==> src/rtl/predictor_access_ctrl.sv <==
// Shares the branch predictor's single address port between in-order lookups
// and FIFO-buffered updates, with a starvation override for pending updates.
module predictor_access_ctrl #(
  parameter int ADDR_W       = 1,
  parameter int FIFO_DEPTH   = 4,
  parameter int STARVE_LIMIT = 3
) (
  input  logic                          clk,
  input  logic                          rst,
  input  logic                          lk_valid_i,
  input  logic [ADDR_W-1:0]             lk_addr_i,
  output logic                          lk_ready_o,
  output logic                          lk_resp_valid_o,
  output logic                          lk_resp_taken_o,
  input  logic                          up_valid_i,
  input  logic [ADDR_W-1:0]             up_addr_i,
  input  logic                          up_result_i,
  output logic                          up_ready_o,
  output logic [$clog2(FIFO_DEPTH):0]   up_count_o,
  output logic                          pred_cs_o,
  output logic [ADDR_W-1:0]             pred_addr_o,
  output logic                          pred_result_o,
  input  logic                          pred_prediction_i
);

  localparam int PTR_W = $clog2(FIFO_DEPTH);
  localparam int CNT_W = PTR_W + 1;
  localparam int ST_W  = $clog2(STARVE_LIMIT + 1);

  typedef enum logic [1:0] {GRANT_IDLE, GRANT_LOOKUP, GRANT_UPDATE} grant_e;

  typedef struct packed {
    logic [ADDR_W-1:0] addr;
    logic              result;
  } upd_t;

  upd_t             mem_q [FIFO_DEPTH];
  logic [PTR_W-1:0] wr_ptr_q, wr_ptr_d;
  logic [PTR_W-1:0] rd_ptr_q, rd_ptr_d;
  logic [CNT_W-1:0] count_q, count_d;
  logic [ST_W-1:0]  starve_q, starve_d;
  logic             resp_valid_q, resp_valid_d;

  grant_e grant;
  logic   fifo_empty, fifo_full, force_upd, push, pop;
  upd_t   head;

  assign fifo_empty = (count_q == '0);
  assign fifo_full  = (count_q == CNT_W'(FIFO_DEPTH));
  assign force_upd  = fifo_full || (starve_q >= ST_W'(STARVE_LIMIT));
  assign head       = mem_q[rd_ptr_q];

  // Reset blocks every grant so the predictor sees no strobe while rst is high.
  always_comb begin
    grant = GRANT_IDLE;
    if (!rst) begin
      if (force_upd && !fifo_empty) grant = GRANT_UPDATE;
      else if (lk_valid_i)          grant = GRANT_LOOKUP;
      else if (!fifo_empty)         grant = GRANT_UPDATE;
    end
  end

  always_comb begin
    lk_ready_o    = 1'b0;
    pred_cs_o     = 1'b0;
    pred_addr_o   = '0;
    pred_result_o = 1'b0;
    case (grant)
      GRANT_LOOKUP: begin
        lk_ready_o  = 1'b1;
        pred_addr_o = lk_addr_i;
      end
      GRANT_UPDATE: begin
        pred_cs_o     = 1'b1;
        pred_addr_o   = head.addr;
        pred_result_o = head.result;
      end
      default: ;
    endcase
  end

  assign up_ready_o      = !rst && !fifo_full;
  assign up_count_o      = count_q;
  assign push            = up_valid_i && up_ready_o;
  assign pop             = (grant == GRANT_UPDATE);
  assign lk_resp_valid_o = resp_valid_q;
  // The predictor registers its output itself, so the response is a pass-through.
  assign lk_resp_taken_o = resp_valid_q & pred_prediction_i;

  always_comb begin
    wr_ptr_d     = push ? wr_ptr_q + PTR_W'(1) : wr_ptr_q;
    rd_ptr_d     = pop  ? rd_ptr_q + PTR_W'(1) : rd_ptr_q;
    count_d      = count_q + CNT_W'(push) - CNT_W'(pop);
    resp_valid_d = (grant == GRANT_LOOKUP);
    starve_d     = starve_q;
    if (pop || fifo_empty)
      starve_d = '0;
    else if (grant == GRANT_LOOKUP && starve_q < ST_W'(STARVE_LIMIT))
      starve_d = starve_q + ST_W'(1);
  end

  // NOTE: state registers use non-blocking assignments so every flop samples pre-edge values.
  always_ff @(posedge clk) begin
    if (rst) begin
      wr_ptr_q     <= '0;
      rd_ptr_q     <= '0;
      count_q      <= '0;
      starve_q     <= '0;
      resp_valid_q <= 1'b0;
    end else begin
      wr_ptr_q     <= wr_ptr_d;
      rd_ptr_q     <= rd_ptr_d;
      count_q      <= count_d;
      starve_q     <= starve_d;
      resp_valid_q <= resp_valid_d;
    end
  end

  // NOTE: storage is not reset; count_q alone defines which entries are live.
  always_ff @(posedge clk) begin
    if (push) mem_q[wr_ptr_q] <= '{addr: up_addr_i, result: up_result_i};
  end

endmodule

==> config.mk <==
export PLATFORM = sky130hd
export DESIGN_NAME = predictor_access_ctrl
export DESIGN_NICKNAME = d
export VERILOG_FILES = /design/src/rtl/predictor_access_ctrl.sv
export SDC_FILE = /design/constraint.sdc
export NUM_CORES = 1
export LEC_CHECK = 0
export CORE_MARGIN = 8
export CORE_UTILIZATION = 34
export DETAILED_ROUTE_END_ITERATION = 7
export PLACE_DENSITY = 0.66
export SYNTH_ARGS = -nofsm -noshare
export SYNTH_HDL_FRONTEND = slang
export SYNTH_SLANG_ARGS = --single-unit
==> constraint.sdc <==
create_clock -name clk -period 2.5 [get_ports clk]
set_clock_uncertainty 0.15 [all_clocks]
set_input_delay 0.5 -clock clk [delete_from_list [all_inputs] [get_ports clk]]
set_output_delay 0.5 -clock clk [all_outputs]
set_load 0.05 [all_outputs]
# Word level (Yosys, flattened, before mapping)
# Memories as Yosys holds them, arrays and structs flattened. A register that Yosys moved wholly into a read port is not among the register bits.
# Index checks and enable logic that the tools add are counted.
# word_totals
register_bits	10
ramBits	8
out_inout_bits	10
memories	1
# mem_list
memory	words	word_bits	rd	rd_clocked_by_memory_dff	wr	line_no	rtl
mem_q	4	2	1	1	1	37	upd_t mem_q [FIFO_DEPTH];
# op_classes
add_sub_neg	5
n_lt_le_gt_ge	2
n_eq_ne	3
mux	12
bitwise	1
reduce_logical	11
# ops
operator	n
2-bit two-way mux	6
2-bit by 1-bit adder with 2-bit output, second input constant	3
1-bit two-way mux	5
1-bit logical AND	4
3-bit by 1-bit adder with 3-bit output	1
3-bit == test, second input constant	1
1-bit logical NOT	3
3-bit logical NOT	1
3-bit by 1-bit subtractor with 3-bit output	1
2-bit by 1-bit == test with 1-bit output, second input constant	1
2-bit == test, second input constant	1
2-bit >= comparator, second input constant	1
1-bit logical OR	2
2-bit less-than comparator, second input constant	1
1-bit one-hot mux with 2 select lines	1
2-bit OR reduction	1
1-bit bitwise AND	1

# Depth between registers and ports, before layout
# depth
ltp_word	8
ltp_mapped	12
depth_no_buf	12

# Worst setup path after synthesis
# Ideal clock, no wire load.
# synth_path
path_type	flip-flop to flip-flop
from	register count_q[1], in the netlist up_count_o[1]
to	register count_q[2], in the netlist up_count_o[2]
arrival_time_ps	3820
t_required_ps	2272
slack_ps	-1548
stages_incl_launch_ff	13
n_path_buf	0
period_less_slack_ps	4048
cell_sequence	dfxtp_1 > nor2_1 > a21oi_1 > nand3_1 > ha_1 > ha_1 > inv_1 > ha_1 > inv_1 > fa_1 > xor2_1 > and2_1 > nor3_1
# synth_via
word_cells_on_any_way	15
cone_classes	2 x add/sub; 2 x eq/ne; 4 x mux; 7 x reduce/logical
# synth_rtl
item	line_no	rtl
start, declared	40	logic [CNT_W-1:0] count_q, count_d;
start signal, assigned	113	count_q <= count_d;
3-bit == test	49	assign fifo_full = (count_q == CNT_W'(FIFO_DEPTH));
1-bit logical NOT	82	assign up_ready_o = !rst && !fifo_full;
1-bit logical AND	82	
named net up_ready_o	18	output logic up_ready_o,
1-bit logical AND	84	assign push = up_valid_i && up_ready_o;
3-bit by 1-bit adder with 3-bit output	93	count_d = count_q + CNT_W'(push) - CNT_W'(pop);
3-bit by 1-bit subtractor with 3-bit output	93	
# The timed path passes the listed nets, and every way through them passes these cells.
# A chain may end at the register's enable or synchronous reset.

# Worst setup path in the final report
# layout_path
from	register starve_q[0]
to	output pred_addr_o
# layout_via
elab_chain_cells	7
word_cells_on_any_way	8
cone_classes	1 x order compare; 2 x eq/ne; 3 x mux; 2 x reduce/logical
# layout_lines
item	line_no	rtl
start, declared	41	logic [ST_W-1:0] starve_q, starve_d;
start signal, assigned	114	starve_q <= starve_d;
2-bit >= comparator (*)	50	assign force_upd = fifo_full || (starve_q >= ST_W'(STARVE_LIMIT));
1-bit logical OR (*)	50	
1-bit logical AND (*)	57	if (force_upd && !fifo_empty) grant = GRANT_UPDATE;
2-bit two-way mux (*)	57	
2-bit two-way mux (*)	56	if (!rst) begin
2-bit == test / 2-bit by 1-bit == test with 1-bit output (equally long branches)	68	case (grant)
1-bit one-hot mux with 2 select lines (*)	68	
end, declared	21	output logic [ADDR_W-1:0] pred_addr_o,
# Every way passes the cells marked *; elsewhere a longest branch is shown, timed or not.

==> impl_results.md <==
* Status: complete, but fails checks
* Failing checks: setup timing
* Mux contribution to synthesized area at around 8%
* Vias at 768
* LEAKAGE at 0.636 nW
* Worst-case clock buffer depth at 2
* Placed Cells at 145
* WP data required at 1.85 ns
* Post-Route WL at 2.23 mm
* Non-filler instance count after layout at 159
* CTS Buf Count at 3
* Initial Utilization at a little over a third
* CP Launch Point: starve_q[0]$_SDFFE_PP0P_
* Initial antenna violation count at 0
* Yosys cell types at 28
* Avg Cell Area, Syn at 11.8 um^2
* RSZ-0062 raised after global routing: true
* Worst setup SP type: flip-flop
* Nets at 147
* Largest net degree at the start of global routing at 12
* Min cycle time layout at 2.88 ns
* Max_slew headroom at 66.6%
* Flops & latches, synth at 20
* Worst reg2reg path endpoint: up_count_o[2]$_SDFF_PP0_
* Core Rows at 19
* Worst-skew pair later-pin latency at 0.31 ns
* Wire length per cell at 14.0 um
* Die X at 69.3 um
* Simple-gate share of the synthesized area at around a fifth
* Pint at 991 uW
* Core box area at roughly 2700 um^2
* Sw Pwr at between 600 and 700 uW
* Die Y at 69.3 um
* Hold crit path type: primary input to flip-flop
* Netlist Area Pre-Place at 965 um^2
* Final setup margin at -0.376 ns
* Final slew viol count at 0
* DR vias/cell at 4.83
* Synth Instances at 82
* Synth Area in Adders at 13.7%
* R2r setup slk at -0.28 ns
* # setup viols final at 4
* Clock-pin slew on the worst setup and hold paths at 0.11 ns
* Hold_ws at 0.362 ns
* CTS Sinks at 20
* Crit path DAT at 2.23 ns
* Antenna Violating Nets Remaining at 0
* Syn nets at 100
* Largest family of logic cells by synthesized area: simple AND/OR/NAND/NOR gates
* DRC Markers at 0
* Sequential share of power at approximately 29%
* GRT Overall Usage at roughly 9%
* Max Clk Rate at 348 MHz
* Total of max-cap violations at 0
* First-pass GRT wire length at 3.49 mm
* DRT iter0 DRCs at 23
* Post-route cell area at 1630 um^2
* CP endpoint: pred_addr_o
* Final Wtd Congestion at 0.826
* Global route overflow at 0
* XOR/XNOR Fraction of Synth Area at between 3 and 4%
* Pwr/cell area at roughly 1000 nW/um^2
* Share of cells above drive strength 1 at approximately 52%
* H-Tree Depth at 1
* Clk root buf: clkbuf_4
* Clock power frac at 10.0%
* Hold Vio Cnt, Final at 0
* Post-place instance area at 1440 um^2
* Critical path peak fanout at 2
* FF-to-FF Start: up_count_o[1]$_SDFF_PP0_
* Antenna Diode Count at 0
* Yosys warns at 0
* Total Die Area at around 4800 um^2
* PortBufs at 17
* Kind of critical path: flip-flop to output pin
* Compound-gate portion of the synthesized area at 3.24%
* Worst r2r path cells at 16
* Area growth from synthesis to layout at 68.7%
* DRT Pass-1 Iters at 4
* Sw Ratio at about two fifths
* Ports at 18
* VDD IR max at approximately 770 uV
* Period utilization at 115%
* Worst-margin pin slew at 0.499 ns
* Seq/Total Area, Yosys at 49.8%
* CTS tree: yes
* Vias in the first global route at 768
* Hpwl dp at 1.64 mm
* Comb pwr share at 60.8%
* Crit end category: output pin
==> layout make-up <==
class	count	area [um^2]
multi-input combinational	56	611
clock buffer	4	26.3
tap	31	38.8
timing repair buffer	43	437
sequential	20	494
inverter	5	21.3
fill	208	1110
==> synth_stat cells, drive strengths merged <==
| library cell | number | area, um^2 |
|---|---|---|
| o21ai | 1 | 5.00 |
| dfxtp | 12 | 240 |
| mux4 | 1 | 26.3 |
| and2 | 7 | 43.8 |
| xnor2 | 2 | 17.5 |
| clkbuf | 1 | 3.75 |
| a21oi | 2 | 13.8 |
| nand2b | 2 | 12.5 |
| edfxtp | 8 | 240 |
| or3 | 1 | 6.26 |
| o211ai | 1 | 12.5 |
| nor3b | 1 | 7.51 |
| or4b | 1 | 13.8 |
| mux2 | 2 | 22.5 |
| nor3 | 3 | 15.0 |
| nand3 | 1 | 5.00 |
| xor2 | 2 | 17.5 |
| nor2b | 3 | 18.8 |
| mux2i | 3 | 30.0 |
| inv | 5 | 18.8 |
| ha | 9 | 113 |
| nor2 | 7 | 26.3 |
| and3 | 1 | 6.26 |
| nor4 | 2 | 12.5 |
| fa | 1 | 20.0 |
| nand2 | 2 | 7.51 |
| nand4b | 1 | 8.76 |
==> cell families after synthesis <==
logic type / Yosys count
AOI/OAI and AO/OA: 4
xor gates and xnor gates: 4
adders and majority gates: 10
buffers and inverters: 6
DFF: 20
muxes: 6
and+or+nand+nor: 32
==> critical path, stage by stage, from the launching register on <==
cell	delay, ns
dfxtp_2	0.35
ha_4	0.16
buf_4	0.13
o21ai_2	0.07
and3_4	0.22
ha_4	0.20
or4b_4	0.52
o211ai_4	0.10
buf_12	0.16
==> routing by layer <==
metal	wire length [um]	up-vias	track usage, %
li1	-	378	-
met1	944	365	8.76
met4	91	0	6.83
met2	1130	18	16.2
met3	63	7	1.43
met5	0	-	0
==> per-stage QoR <==
step                total power, mW  util (%)  TNS, ns  setup slack [ns]
floorplan                     0.949         -   -0.520            -0.250
global placement               1.26      52.5    -1.99            -0.574
detailed placement             1.28      52.5    -2.24            -0.623
CTS                            1.49      55.9   -0.604            -0.461
global route                   1.74      59.5    -1.00            -0.424
finish                         1.63      59.5   -0.697            -0.376
==> flip-flops by register name (all words and copies together), names as in the netlist, named ones only <==
register         count
wr_ptr_q             2
up_count_o           3
starve_q             2
mem_q                8
lk_resp_valid_o      1
rd_ptr_q             2
==> how the worst min path moves through the flow <==
stage          cells past startpoint                     start                        to  slack (ns)
3_5_place_dp                       2  rd_ptr_q[1]$_SDFFE_PP0P_                 flip-flop        0.36
6_report                           3                       rst  up_count_o[2]$_SDFF_PP0_        0.36
5_1_grt                            3                       rst  up_count_o[2]$_SDFF_PP0_        0.38
3_3_place_gp                       1  wr_ptr_q[0]$_SDFFE_PP0P_  wr_ptr_q[0]$_SDFFE_PP0P_        0.35
4_1_cts                            1  wr_ptr_q[0]$_SDFFE_PP0P_  wr_ptr_q[0]$_SDFFE_PP0P_        0.38
2_1_floorplan                      1  wr_ptr_q[0]$_SDFFE_PP0P_  wr_ptr_q[0]$_SDFFE_PP0P_        0.33
==> power groups by stage <==
stage	combinational [mW]	clock (mW)	sequential (mW)
5_1_grt	1.07	0.177	0.485
3_5_place_dp	0.800	0	0.482
4_1_cts	0.845	0.168	0.476
3_3_place_gp	0.783	0	0.477
6_report	0.990	0.163	0.476
2_1_floorplan	0.397	0	0.552
==> cell usage in the layout, fill, tap and decap left out, types with 2 or more instances in the layout <==
cell type,instances
dfxtp_2,2
dfxtp_1,7
ha_4,5
buf_6,5
nor2_1,6
nor2b_1,3
dfxtp_4,3
nand2_1,2
nand2b_1,2
buf_12,6
mux2_2,2
edfxtp_1,8
nor3_2,3
buf_4,22
clkbuf_4,3
xnor2_1,2
and2_1,6
mux2i_1,3
clkdlybuf4s50_1,8
ha_1,4
inv_1,3
nor4_1,2
==> timing repair <==
action,4_1_cts,5_1_grt
resized for setup,13,18
endpoints found under the setup margin,6,4
pin swaps,5,14
hold buffers,0,0
setup buffers,4,6
Note: power is estimated with default switching activity, not from simulation.
